`src/rtl/load_pkg.sv`:
```
// Shared encodings for the load extension controller: size codes and FSM states.
package load_pkg;

    localparam logic [1:0] LS_BYTE = 2'b00;
    localparam logic [1:0] LS_HALF = 2'b01;
    localparam logic [1:0] LS_WORD = 2'b10;
    localparam logic [1:0] LS_RSVD = 2'b11;

    typedef enum logic [1:0] {
        ST_IDLE = 2'b00,
        ST_WAIT = 2'b01,
        ST_RESP = 2'b10
    } load_state_t;

endpackage

```
`src/rtl/load_lane_ext.sv`:
```
// Little-endian byte/halfword lane select with sign or zero extension (combinational).
module load_lane_ext
    import load_pkg::*;
(
    input  logic [31:0] data,
    input  logic [1:0]  addr,
    input  logic [1:0]  size,
    input  logic        sign,
    output logic [31:0] ext
);

    logic [7:0]  byte_lane;
    logic [15:0] half_lane;

    always_comb begin
        byte_lane = data[7:0];
        case (addr)
            2'd0:    byte_lane = data[7:0];
            2'd1:    byte_lane = data[15:8];
            2'd2:    byte_lane = data[23:16];
            default: byte_lane = data[31:24];
        endcase
        half_lane = addr[1] ? data[31:16] : data[15:0];

        ext = '0;
        case (size)
            LS_BYTE: ext = {{24{sign & byte_lane[7]}}, byte_lane};
            LS_HALF: ext = {{16{sign & half_lane[15]}}, half_lane};
            LS_WORD: ext = data;
            default: ext = '0;
        endcase
    end

endmodule

```
`src/rtl/load_ext_ctrl.sv`:
```
// Multi-cycle load controller: one word read, lane extension, valid/ready response.
// Define LOAD_MISALIGN_TRAP_EN to turn misaligned half/word loads into error responses.
module load_ext_ctrl
    import load_pkg::*;
#(
    parameter int unsigned ADDR_WIDTH  = 32,
    parameter int unsigned MEM_TIMEOUT = 255
) (
    input  logic                  clk,
    input  logic                  rst_n,
    input  logic                  req_valid,
    output logic                  req_ready,
    input  logic [ADDR_WIDTH-1:0] req_addr,
    input  logic [1:0]            req_size,
    input  logic                  req_sign,
    output logic                  mem_rd,
    output logic [ADDR_WIDTH-1:0] mem_addr,
    input  logic                  mem_ack,
    input  logic [31:0]           mem_rdata,
    output logic                  rsp_valid,
    input  logic                  rsp_ready,
    output logic [31:0]           rsp_data,
    output logic                  rsp_err,
    output logic                  busy
);

    localparam bit          TIMEOUT_EN = (MEM_TIMEOUT != 0);
    localparam int unsigned CNT_W      = TIMEOUT_EN ? $clog2(MEM_TIMEOUT + 1) : 1;
    // Compare against TIMEOUT-1: the cycle that would bump the counter to TIMEOUT is the last.
    localparam logic [CNT_W-1:0] CNT_LAST = CNT_W'(MEM_TIMEOUT - 1);

    load_state_t           state_q, state_d;
    logic [1:0]            addr_lo_q, addr_lo_d;
    logic [1:0]            size_q, size_d;
    logic                  sign_q, sign_d;
    logic [ADDR_WIDTH-1:0] mem_addr_q, mem_addr_d;
    logic [31:0]           rsp_data_q, rsp_data_d;
    logic                  rsp_err_q, rsp_err_d;
    logic [CNT_W-1:0]      cnt_q, cnt_d;
    logic [31:0]           lane_ext;
    logic                  req_err;

    load_lane_ext u_lane_ext (
        .data (mem_rdata),
        .addr (addr_lo_q),
        .size (size_q),
        .sign (sign_q),
        .ext  (lane_ext)
    );

    always_comb begin
        req_err = (req_size == LS_RSVD);
`ifdef LOAD_MISALIGN_TRAP_EN
        if ((req_size == LS_HALF) && req_addr[0]) req_err = 1'b1;
        if ((req_size == LS_WORD) && (req_addr[1:0] != 2'b00)) req_err = 1'b1;
`endif
    end

    always_comb begin
        state_d    = state_q;
        addr_lo_d  = addr_lo_q;
        size_d     = size_q;
        sign_d     = sign_q;
        mem_addr_d = mem_addr_q;
        rsp_data_d = rsp_data_q;
        rsp_err_d  = rsp_err_q;
        cnt_d      = cnt_q;
        case (state_q)
            ST_IDLE: begin
                if (req_valid) begin
                    addr_lo_d  = req_addr[1:0];
                    size_d     = req_size;
                    sign_d     = req_sign;
                    mem_addr_d = {req_addr[ADDR_WIDTH-1:2], 2'b00};
                    if (req_err) begin
                        state_d    = ST_RESP;
                        rsp_err_d  = 1'b1;
                        rsp_data_d = '0;
                    end else begin
                        state_d = ST_WAIT;
                        cnt_d   = '0;
                    end
                end
            end
            ST_WAIT: begin
                if (mem_ack) begin
                    state_d    = ST_RESP;
                    rsp_data_d = lane_ext;
                    rsp_err_d  = 1'b0;
                end else if (TIMEOUT_EN && (cnt_q == CNT_LAST)) begin
                    state_d    = ST_RESP;
                    rsp_data_d = '0;
                    rsp_err_d  = 1'b1;
                end else begin
                    cnt_d = cnt_q + CNT_W'(1);
                end
            end
            ST_RESP: begin
                if (rsp_ready) state_d = ST_IDLE;
            end
            default: state_d = ST_IDLE;
        endcase
    end

    always_ff @(posedge clk) begin
        if (!rst_n) begin
            state_q    <= ST_IDLE;
            addr_lo_q  <= '0;
            size_q     <= LS_BYTE;
            sign_q     <= 1'b0;
            mem_addr_q <= '0;
            rsp_data_q <= '0;
            rsp_err_q  <= 1'b0;
            cnt_q      <= '0;
        end else begin
            state_q    <= state_d;
            addr_lo_q  <= addr_lo_d;
            size_q     <= size_d;
            sign_q     <= sign_d;
            mem_addr_q <= mem_addr_d;
            rsp_data_q <= rsp_data_d;
            rsp_err_q  <= rsp_err_d;
            cnt_q      <= cnt_d;
        end
    end

    assign req_ready = (state_q == ST_IDLE);
    assign busy      = (state_q != ST_IDLE);
    assign mem_rd    = (state_q == ST_WAIT);
    assign rsp_valid = (state_q == ST_RESP);
    assign mem_addr  = mem_addr_q;
    assign rsp_data  = rsp_data_q;
    assign rsp_err   = rsp_err_q;

endmodule

```
`config.mk`:
```
export PLATFORM = sky130hd
export DESIGN_NAME = load_ext_ctrl
export DESIGN_NICKNAME = d
export VERILOG_FILES = /design/src/rtl/load_pkg.sv /design/src/rtl/load_lane_ext.sv /design/src/rtl/load_ext_ctrl.sv
export SDC_FILE = /design/constraint.sdc
export NUM_CORES = 1
export LEC_CHECK = 0
export BUFFER_PORTS_ARGS = -buffer_cell sky130_fd_sc_hd__buf_2
export CAP_MARGIN = 15
export CORE_MARGIN = 3
export CORE_UTILIZATION = 52
export DETAILED_ROUTE_END_ITERATION = 16
export PLACE_DENSITY = 0.94
export SYNTH_ARGS = -nofsm -noshare
export SYNTH_HDL_FRONTEND = slang
export SYNTH_SLANG_ARGS = --single-unit
```
`constraint.sdc`:
```
create_clock -name clk -period 3 [get_ports clk]
set_input_delay 0.3 -clock clk [delete_from_list [all_inputs] [get_ports clk]]
set_output_delay 0.3 -clock clk [all_outputs]
set_load 0.02 [all_outputs]
```
* Yosys cells after proc, flatten, opt, wreduce, memory -nomap -nowiden
Cells that the tools add are included.
** Storage, ports and cells
- Logic and storage cells :: 59
- Output and inout port bits :: 69
- Register bits after elaboration :: 78
- Input port bits :: 72
** Cells by class
- Muxes and demuxes :: 24
- Bitwise operators :: 2
- Reduce and logical (&&, ||, !) cells :: 9
- Equal/unequal tests :: 15
- $add $sub $neg :: 1
** Operator list (number)
- $mux 32 :: 4
- $pmux 32 s3 :: 1
- $pmux 32 s2 :: 1
- $mux 8 :: 4
- $pmux 8 s3 :: 1
- $mux 16 :: 1
- $pmux 8 s2 :: 1
- $mux 2 :: 5
- $add 8x1->8 const B :: 1
- $eq 2x2->1 const B :: 4
- $eq 8x8->1 const B :: 1
- $ne 2x2->1 const B :: 4
- $eq 2x1->1 const B :: 3
- $logic_not 2->1 :: 3
- $pmux 2 s3 :: 1
- $reduce_and 5->1 :: 1
- $mux 1 :: 4
- $ne 2x1->1 const B :: 2
- $reduce_and 4->1 :: 1
- $reduce_bool 2->1 :: 2
- $ne 3x1->1 const B :: 1
- $reduce_and 3->1 :: 1
- $and 1x1->1 :: 2
- $pmux 1 s2 :: 1
- $reduce_and 2->1 :: 1

* Longest topological paths before layout
Gate-level depths: netlist (run 1).
- Word-level depth :: 6
- Gate-level depth with buffers :: 7

* By module
From an unflattened synthesis (run 1), not the netlist that was laid out.
** Second synthesis, totals
- Cells, all modules :: 396
- Area total of the unflattened synthesis :: 3604.7 um^2
** By module, submodules not included
- load_ext_ctrl :: sequential area each 1561.5 um^2, cells each 301, area an instance 2886.5 um^2, instances 1
- load_lane_ext :: sequential area each 0.0 um^2, cells each 95, area an instance 718.2 um^2, instances 1

* Worst setup path before layout (run 1)
OpenSTA, ideal clock, no wires.
- Path kind :: register to register
- Start :: register addr_lo_q[1]
- End :: register rsp_data_q[16], in the netlist rsp_data[16]
- Stages on the path, launching flop included :: 7
- Data required time :: 2.873 ns
- Path slack :: 1.151 ns
- Arrival time :: 1.722 ns
- Period minus slack after synthesis :: 1.849 ns
- Path buffers :: 2
- Setup time :: 0.127 ns
- Path through :: dfxtp_1 buf_2 mux4_2 nor2_1 buf_2 a2bb2oi_1 o2bb2ai_1
** On the way
- Cells in the longest elaborated chain, start to end :: 6
- Elaborated cells on any way between the ends :: 10
** RTL lines
- start, declared :: RTL line load_ext_ctrl.sv:33 : logic [1:0] addr_lo_q, addr_lo_d;
- start signal, assigned :: RTL line load_ext_ctrl.sv:117 : addr_lo_q <= addr_lo_d;
- $eq 2x2->1 (tied with other cells) :: RTL line load_lane_ext.sv:17 : case (addr)
- $pmux 8 s3 :: RTL line load_lane_ext.sv:17
- $and 1x1->1 :: RTL line load_lane_ext.sv:27 : LS_BYTE: ext = {{24{sign & byte_lane[7]}}, byte_lane};
- $pmux 32 s3 * :: RTL line load_lane_ext.sv:26 : case (size)
- $mux 32 * :: RTL line load_ext_ctrl.sv:86 : if (mem_ack) begin
- $pmux 32 s2 * :: RTL line load_ext_ctrl.sv:68 : case (state_q)
- end signal, assigned :: RTL line load_ext_ctrl.sv:121 : rsp_data_q <= rsp_data_d;
- end, declared :: RTL line load_ext_ctrl.sv:37 : logic [31:0] rsp_data_q, rsp_data_d;
Mark *: on every way between the ends. The rest lies on a longest branch, timed or not.
A chain may end at the register's enable or synchronous reset.

* Worst setup path after layout (run 1)
- Start :: register state_q[0]
- End :: register rsp_data_q[4], in the netlist rsp_data[4]
** On the way
- Cells in the longest elaborated chain, start to end :: 3
- Elaborated cells on any way between the ends :: 8
** RTL lines
- start, declared :: RTL line load_ext_ctrl.sv:32 : load_state_t state_q, state_d;
- start signal, assigned :: RTL line load_ext_ctrl.sv:116 : state_q <= state_d;
- $eq 2x1->1 or $logic_not 2->1 (tied branches) :: RTL line load_ext_ctrl.sv:68
- $ne 3x1->1 (no line) (tied with other cells)
- $reduce_and 4->1 (no line)
Parallel ways exist; a longest one is shown, timed or not.

==> flow_summary.toml, run 1 <==
[routing]
wl_per_cell_um = 17.1
antenna_left = 0
vias = 3459
drc = 0
drt-total-wl_um = 10100
drt_iter0_drc = 328
vias_per_cell = 5.86
dr.pass1.iters = 5

[clock_network]
cts_tree = "done"
clkSlewWorstSetupHoldPaths_ns = 0.08
htreeDepth = 3
hold_buffers = 0
cts.sinks = 78
clockBufferDepth = 2
post-cts-setup-buffers = 0
numCtsBuffers = 9
clk_latency_ns = 0.35
post_cts_resized = 0
cts_root_buf = "clkbuf_8"

[synth]
synth.distinct_cells = 40
ys_ff_latch = 78
synth_top_area_cell = "dfxtp_1"
synth_top_cell_area_share_pct = 44.1
seq_area_frac_synth_pct = 44.1
yosysMostFrequentCell = "nand2_1"
synthArstFlopShare_pct = 0
synth_edf_count = 0
synth_warnings = 0
synth_ff_type = "dfxtp_1"
synth_top_cells_by_area = "dfxtp_1 44%, nand2_1 8.4%, o2bb2ai_1 7.9%"
synth.top_cells.by_count = "79 x nand2_1, 78 x dfxtp_1, 48 x a21oi_1"
synthesis.instances = 384
syn-cell-area_um2 = 3540
syn_area_per_cell_um2 = 9.21

[power]
ir_drop_mv = 0.367
p_per_area_nw_per_um2 = 579
p_leak_nw = 1.95

[worst_setup_path]
start_kind = "flop"
required_ns = 3.26
crit_family = "compound AO/OA/AOI/OAI gates"
worst-path-buf-inv = 1
cp-end-kind = "flop"
cp_max_fo = 32
crit_slowest_cell = "dfxtp_1"
arrival_ns = 2.29
cp_slowest_stage_delay_ns = 0.48
worstSetupPathType = "reg -> reg"
path_cells = "or3b_4 -> a31o_1 -> a21oi_2 -> buf_4 -> o2bb2ai_1"

[global_routing]
grt_usage_pct = 26.8
grt_pass1_vias = 3354
grt_pass1_wl_um = 16400
grt_max_degree = 39
antenna_found_initial = 0
grt_overflow = 0

[sta]
finalCritPeriodShare_pct = 67.8
max_freq_mhz = 492
slew_headroom_pct = 25.7
drv_slew = 0
rsz0062_at_grt = "no"
finalHoldViolCount = 0
finalSetupTns_ns = 0
setup_violations = 0
tightest_slew_ns = 1.11
fin_crit_ns = 2.03
skew_ns = 0.0110

[floorplan]
fp.dieH_um = 88.5
rows = 29
pin_count = 141
start_util_pct = 54.8
die_area_um2 = 7830
die_x_um = 88.5
design.core.area_um2 = 6460

[run_status]
status = "finished, final reports clean"

[hold_path]
hp-class = "in -> reg"

[job]
maxCapViolations = 0

[final_layout]
final_nets = 582
drive_above_1_share_pct = 36.6
syn_to_final_growth_pct = 25.7
final_core_util_pct = 68.9
antenna_cells = 0

[place]
hpwlAfterDp_um = 7210
place_congestion = 0.875
numPortBuffers = 138
per-stage QoR:
step / cell area [um^2] / worst slack (ns) / std cells / power [W] / hold slack, ns
floorplan: 3540 / 1.15 / 385 / 0.00156 / 0.414
global placement: 4240 / 1.08 / 574 / 0.00172 / 0.438
detailed placement: 4240 / 1.00 / 574 / 0.00174 / 0.441
CTS: 4450 / 0.985 / 590 / 0.00258 / 0.170
global route: 4450 / 0.811 / 590 / 0.00270 / 0.166
finish: 4450 / 0.967 / 590 / 0.00258 / 0.180
logic make-up after synthesis:
logic type	share of synthesized area, %
adder cells (fa/ha/maj)	0.707
AND/OR/NAND/NOR	13.6
AO/OA/AOI/OAI	25.3
other	0.106
multiplexers	10.1
XOR/XNOR	0.990
buffers and inverters	4.99
flip-flops	44.1
flip-flops by register name (all words and copies together) (netlist names):
signal and count:
rsp_err 1, sign_q 1, cnt_q 8, size_q 2, state_q 2, rsp_data 32
addr_lo_q 2, mem_addr 30
final timing paths:
| check | slack, ns | from | cells past startpoint | to |
|---|---|---|---|---|
| setup reg to reg | 0.97 | state_q[0] | 5 | rsp_data[4] |
| setup / recovery | 0.97 | state_q[0] | 5 | rsp_data[4] |
| hold reg to reg | 0.45 | mem_addr[12] | 2 | mem_addr[12] |
| hold / removal | 0.18 | req_addr[12] | 3 | mem_addr[12] |
tightest hold or removal path, cell delays in order:
cell     delay, ns
buf_2         0.09
nand2_1       0.04
a21oi_1       0.05
layout by cell type, fill, tap and decap left out, types with 2 or more instances in the layout:
master | synthesis | routed
a211oi_1 | 3 | 3
a22o_1 | 7 | 7
inv_1 | 5 | 5
clkinv_2 | 0 | 4
buf_4 | 3 | 7
nand2_1 | 79 | 79
dfxtp_1 | 78 | 78
a21oi_1 | 48 | 47
xnor2_1 | 4 | 4
clkbuf_8 | 0 | 9
o2bb2ai_1 | 32 | 32
a2111oi_0 | 2 | 2
buf_2 | 6 | 138
and3_1 | 4 | 4
o21ai_0 | 2 | 2
a221oi_1 | 8 | 8
conb_1 | 1 | 2
ha_1 | 2 | 2
nand4_1 | 2 | 2
a2bb2oi_1 | 17 | 17
nor3_1 | 2 | 2
nor2_1 | 10 | 10
mux2_2 | 15 | 15
nand3_1 | 2 | 2
nor2b_1 | 6 | 5
mux4_2 | 8 | 8
bufinv_16 | 0 | 2
final cells by class:
type	count	area, um^2
clock inverter	7	88.8
multi-input combinational	269	1820
fill	513	2010
sequential	78	1560
timing repair buffer	145	743
clock buffer	9	124
tap	77	96.3
inverter	5	18.8
where the power goes:
part | internal, W | leakage (nW) | switching [W]
clock | 0.000464 | 0.113 | 0.000388
sequential | 0.00109 | 0.635 | 0.0000487
combinational | 0.000237 | 1.21 | 0.000344
total | 0.00179 | 1.95 | 0.000781
routing by layer:
metal | wire [um] | global-route usage, % | up-vias
met4 | 302 | 10.2 | 0
met1 | 4020 | 34.7 | 1603
met3 | 884 | 8.38 | 40
met2 | 4890 | 42.1 | 174
li1 | - | - | 1642
met5 | 0 | 0 | -
Power figures use the tool's default switching activity.
==> inputs of run 2 (changes only) <==
--- a/config.mk
+++ b/config.mk
@@ -8,9 +8,9 @@
 export BUFFER_PORTS_ARGS = -buffer_cell sky130_fd_sc_hd__buf_2
 export CAP_MARGIN = 15
 export CORE_MARGIN = 3
-export CORE_UTILIZATION = 52
+export CORE_UTILIZATION = 48
 export DETAILED_ROUTE_END_ITERATION = 16
-export PLACE_DENSITY = 0.94
+export PLACE_DENSITY = 0.88
 export SYNTH_ARGS = -nofsm -noshare
 export SYNTH_HDL_FRONTEND = slang
 export SYNTH_SLANG_ARGS = --single-unit
==> constraint.sdc (replaced) <==
create_clock -name clk -period 2.1 [get_ports clk]
set_input_delay 0.21 -clock clk [delete_from_list [all_inputs] [get_ports clk]]
set_output_delay 0.21 -clock clk [all_outputs]
set_load 0.02 [all_outputs]
==> flow_summary.toml, run 2 (synthesis results as in run 1) <==
[run_status]
status = "finished, final reports clean"

[clock_network]
clockBufferDepth = 2
post-cts-setup-buffers = 0
cts_root_buf = "clkbuf_8"
numCtsBuffers = 9
htreeDepth = 3
clkSlewWorstSetupHoldPaths_ns = 0.09
cts_tree = "done"
cts.sinks = 78
clk_latency_ns = 0.35
post_cts_resized = 0
hold_buffers = 0

[worst_setup_path]
cp_max_fo = 11
start_kind = "flop"
cp-end-kind = "flop"
required_ns = 2.38
path_cells = "or3b_4 -> a31o_1 -> or4_1 -> a21oi_1"
arrival_ns = 2.26
cp_slowest_stage_delay_ns = 0.51
crit_slowest_cell = "or4_1"
worstSetupPathType = "reg -> reg"

[final_layout]
syn_to_final_growth_pct = 28.3
final_core_util_pct = 65.0
drive_above_1_share_pct = 36.8
mostFrequentLayoutCell = "buf_2"
layout_common_cells = "138 x buf_2, 79 x nand2_1, 78 x dfxtp_1"
final_nets = 586
final_cell_area_um2 = 4540
largest_reg_flops = 32
antenna_cells = 0

[sta]
finalCritPeriodShare_pct = 94.7
setup_violations = 0
rsz0062_at_grt = "no"
max_freq_mhz = 503
skew_ns = 0.0140
tightest_slew_ns = 1.00
drv_slew = 0
slew_headroom_pct = 33.3
finalSetupTns_ns = 0
fin_crit_ns = 1.99
finalHoldViolCount = 0

[power]
p_per_area_nw_per_um2 = 848
p_leak_nw = 1.98
ir_drop_mv = 0.542

[global_routing]
grt_use_met1_pct = 29.6
grt_util_met2_pct = 38.9
antenna_found_initial = 0
grt_max_degree = 39
busiest_layer = "met2"
grt_usage_pct = 24.0
grt_pass1_wl_um = 16500
grt_pass1_vias = 3357
gr-usage-met3_pct = 6.89
grt_overflow = 0

[place]
place_area_um2 = 4300
numPortBuffers = 138
hpwlAfterDp_um = 7320
place_congestion = 0.906

[job]
maxCapViolations = 0

[routing]
vias = 3448
drt-total-wl_um = 10300
antenna_left = 0
drt_iter0_drc = 315
dr.pass1.iters = 5
drc = 0
vias_per_cell = 5.62
wl_per_cell_um = 16.8

[floorplan]
pin_count = 141
die_x_um = 91.9
rows = 30
design.core.area_um2 = 6980
fp.dieH_um = 91.9
start_util_pct = 50.7
die_area_um2 = 8440

[hold_path]
hp-class = "in -> reg"
## run 2: final cells by class
class / instances / area [um^2]
multi-input combinational: 269 / 1820
fill: 592 / 2440
tap: 96 / 120
inverter: 5 / 18.8
clock buffer: 11 / 131
clock inverter: 5 / 106
timing repair buffer: 149 / 786
sequential: 78 / 1560
## run 2: where the power goes
group	internal [W]	total, W	switching, W
logic	0.000355	0.000864	0.000509
registers	0.00156	0.00162	0.0000593
clock network	0.000796	0.00137	0.000570
## run 2: layer usage
layer,wire length (um),vias up
li1,-,1651
met1,4230,1604
met2,4960,169
met3,799,24
met4,299,0
met5,0,-
## run 2: final timing paths
path / start / end / slack, ns / cells past startpoint
max: state_q[0] / cnt_q[4] / 0.11 / 4
min: req_addr[30] / mem_addr[30] / 0.09 / 3
min reg2reg: mem_addr[20] / mem_addr[20] / 0.45 / 2
max reg2reg: state_q[0] / cnt_q[4] / 0.11 / 4
## run 2: worst max-delay path, delay by kind of cell (launching register included)
family,cells,cell delay (ns)
AOI/OAI and AO/OA,2,0.47
DFF,1,0.48
and+or+nand+nor,2,0.96
## run 2: per-stage QoR
stage / hold WS, ns / total power (W) / worst slack (ns) / instances
6_report: 0.0891 / 0.00385 / 0.112 / 613
5_1_grt: 0.0737 / 0.00401 / 0.0151 / 613
4_1_cts: 0.0777 / 0.00386 / 0.111 / 613
3_5_place_dp: 0.443 / 0.00251 / 0.175 / 597
3_3_place_gp: 0.438 / 0.00247 / 0.253 / 597
2_1_floorplan: 0.324 / 0.00222 / 0.251 / 385
==> inputs of run 3 (changes only) <==
--- a/config.mk
+++ b/config.mk
@@ -5,7 +5,7 @@
 export SDC_FILE = /design/constraint.sdc
 export NUM_CORES = 1
 export LEC_CHECK = 0
-export BUFFER_PORTS_ARGS = -buffer_cell sky130_fd_sc_hd__buf_2
+export BUFFER_PORTS_ARGS = -buffer_cell sky130_fd_sc_hd__buf_4
 export CAP_MARGIN = 15
 export CORE_MARGIN = 3
 export CORE_UTILIZATION = 48
==> flow_summary.toml, run 3 (synthesis results as in run 1) <==
[run_status]
status = "finished, final reports clean"

[global_routing]
grt_pass1_vias = 3483
grt_pass1_wl_um = 16400
grt_max_degree = 39
grt_overflow = 0
antenna_found_initial = 0
grt_usage_pct = 24.3

[final_layout]
final_cell_area_um2 = 4820
stdcell_count = 612
n_fill_cell = 549
mostFrequentLayoutCell = "buf_4"
drive_above_1_share_pct = 37.0
largest_reg_flops = 32
final_nets = 585
syn_to_final_growth_pct = 36.3
antenna_cells = 0
layout_common_cells = "147 x buf_4, 79 x nand2_1, 78 x dfxtp_1"

[hold_path]
whs_path_depth = 3
hp-start = "req_addr[22]"
hold_end = "mem_addr[22]"
hp-class = "in -> reg"

[worst_setup_path]
critPathLaunch = "state_q[0]"
ff2ff_path_depth = 4
cp-end-kind = "flop"
crit_slowest_cell = "or4_1"
worst-path-buf-inv = 0
start_kind = "flop"
cp_max_fo = 11
required_ns = 2.38
cp_slowest_stage_delay_ns = 0.50
crit_family = "simple AND/OR/NAND/NOR gates"
timing.rr.start = "state_q[0]"
arrival_ns = 2.29
worstSetupPathType = "reg -> reg"
r2r-end = "cnt_q[4]"
r2r_slack_ns = 0.09
path_cells = "or3b_4 -> a31o_1 -> or4_1 -> a21oi_1"

[routing]
drt_iter0_drc = 265
drc = 0
dr.pass1.iters = 5
vias = 3491
wl_per_cell_um = 16.9
drt-total-wl_um = 10300
antenna_left = 0
vias_per_cell = 5.70

[floorplan]
die_x_um = 91.9
die_area_um2 = 8440
rows = 30
start_util_pct = 50.7
pin_count = 141
design.core.area_um2 = 6980
fp.dieH_um = 91.9

[power]
p_leak_nw = 2.01
ir_drop_mv = 0.462
switchingPower_w = 0.00116
switching_share_pct = 32.1
clkPwrFrac_pct = 29.2
pwr-share-seq_pct = 44.8
internal_power_w = 0.00246
p_comb_share_pct = 25.9
p_per_area_nw_per_um2 = 752
finalPower_w = 0.00363

[sta]
setup_violations = 0
drv_slew = 0
finalCritPeriodShare_pct = 95.6
rsz0062_at_grt = "no"
slew_headroom_pct = 35.1
fin_crit_ns = 2.01
skew_ns = 0.00764
finalHoldViolCount = 0
tightest_slew_ns = 0.973
finalSetupTns_ns = 0
whs_ns = 0.0885
max_freq_mhz = 498

[clock_network]
htreeDepth = 3
clkSlewWorstSetupHoldPaths_ns = 0.09
clockBufferDepth = 2
cts.sinks = 78
cts_root_buf = "clkbuf_8"
post_cts_resized = 0
clk_latency_ns = 0.36
numCtsBuffers = 9
hold_buffers = 0
post-cts-setup-buffers = 0
cts_tree = "done"

[place]
place_area_um2 = 4640
numPortBuffers = 138
place_congestion = 0.826
hpwlAfterDp_um = 7430
dp.cells = 596

[job]
maxCapViolations = 0
-- run 3: per-stage QoR --
stage	utilization, %	worst slack [ns]
global route	69.1	0.0590
CTS	69.1	0.134
global placement	66.5	0.255
finish	69.1	0.0925
floorplan	-	0.251
detailed placement	66.5	0.144
-- run 3: worst min-delay path: cells and delay by family --
kind | cells | cell delay, ns
simple gates | 1 | 0.04
compound gates | 1 | 0.05
buf+inv | 1 | 0.11
-- run 3: worst max path at each step --
stage               cells after the start           end
finish                                  4      cnt_q[4]
detailed placement                      4      cnt_q[4]
global route                            4  rsp_data[15]
floorplan                               6  rsp_data[16]
CTS                                     4      cnt_q[4]
global placement                        4      cnt_q[4]
-- run 3: routing by layer --
metal	vias up	global-route usage, %	wire, um
li1	1652	-	-
met1	1635	27.2	3920
met2	176	41.7	5120
met3	28	8.86	996
met4	0	9.90	279
met5	-	0	0
-- run 3: power by group through the flow --
stage          Clock, W  Combinational [W]  Sequential (W)
2_1_floorplan         0           0.000504         0.00172
3_3_place_gp          0           0.000908         0.00165
3_5_place_dp          0           0.000933         0.00166
4_1_cts         0.00107           0.000937         0.00162
5_1_grt         0.00114            0.00102         0.00164
6_report        0.00106           0.000941         0.00163
-- run 3: area by class of cell --
cell class | count | area (um^2) | area share, %
Timing Repair Buffer | 148 | 1120 | 23.3
Clock inverter | 6 | 46.3 | 0.960
Clock buffer | 10 | 138 | 2.85
Tap cell | 96 | 120 | 2.49
Inverter | 5 | 18.8 | 0.389
Multi-Input combinational cell | 269 | 1820 | 37.6
Sequential cell | 78 | 1560 | 32.4
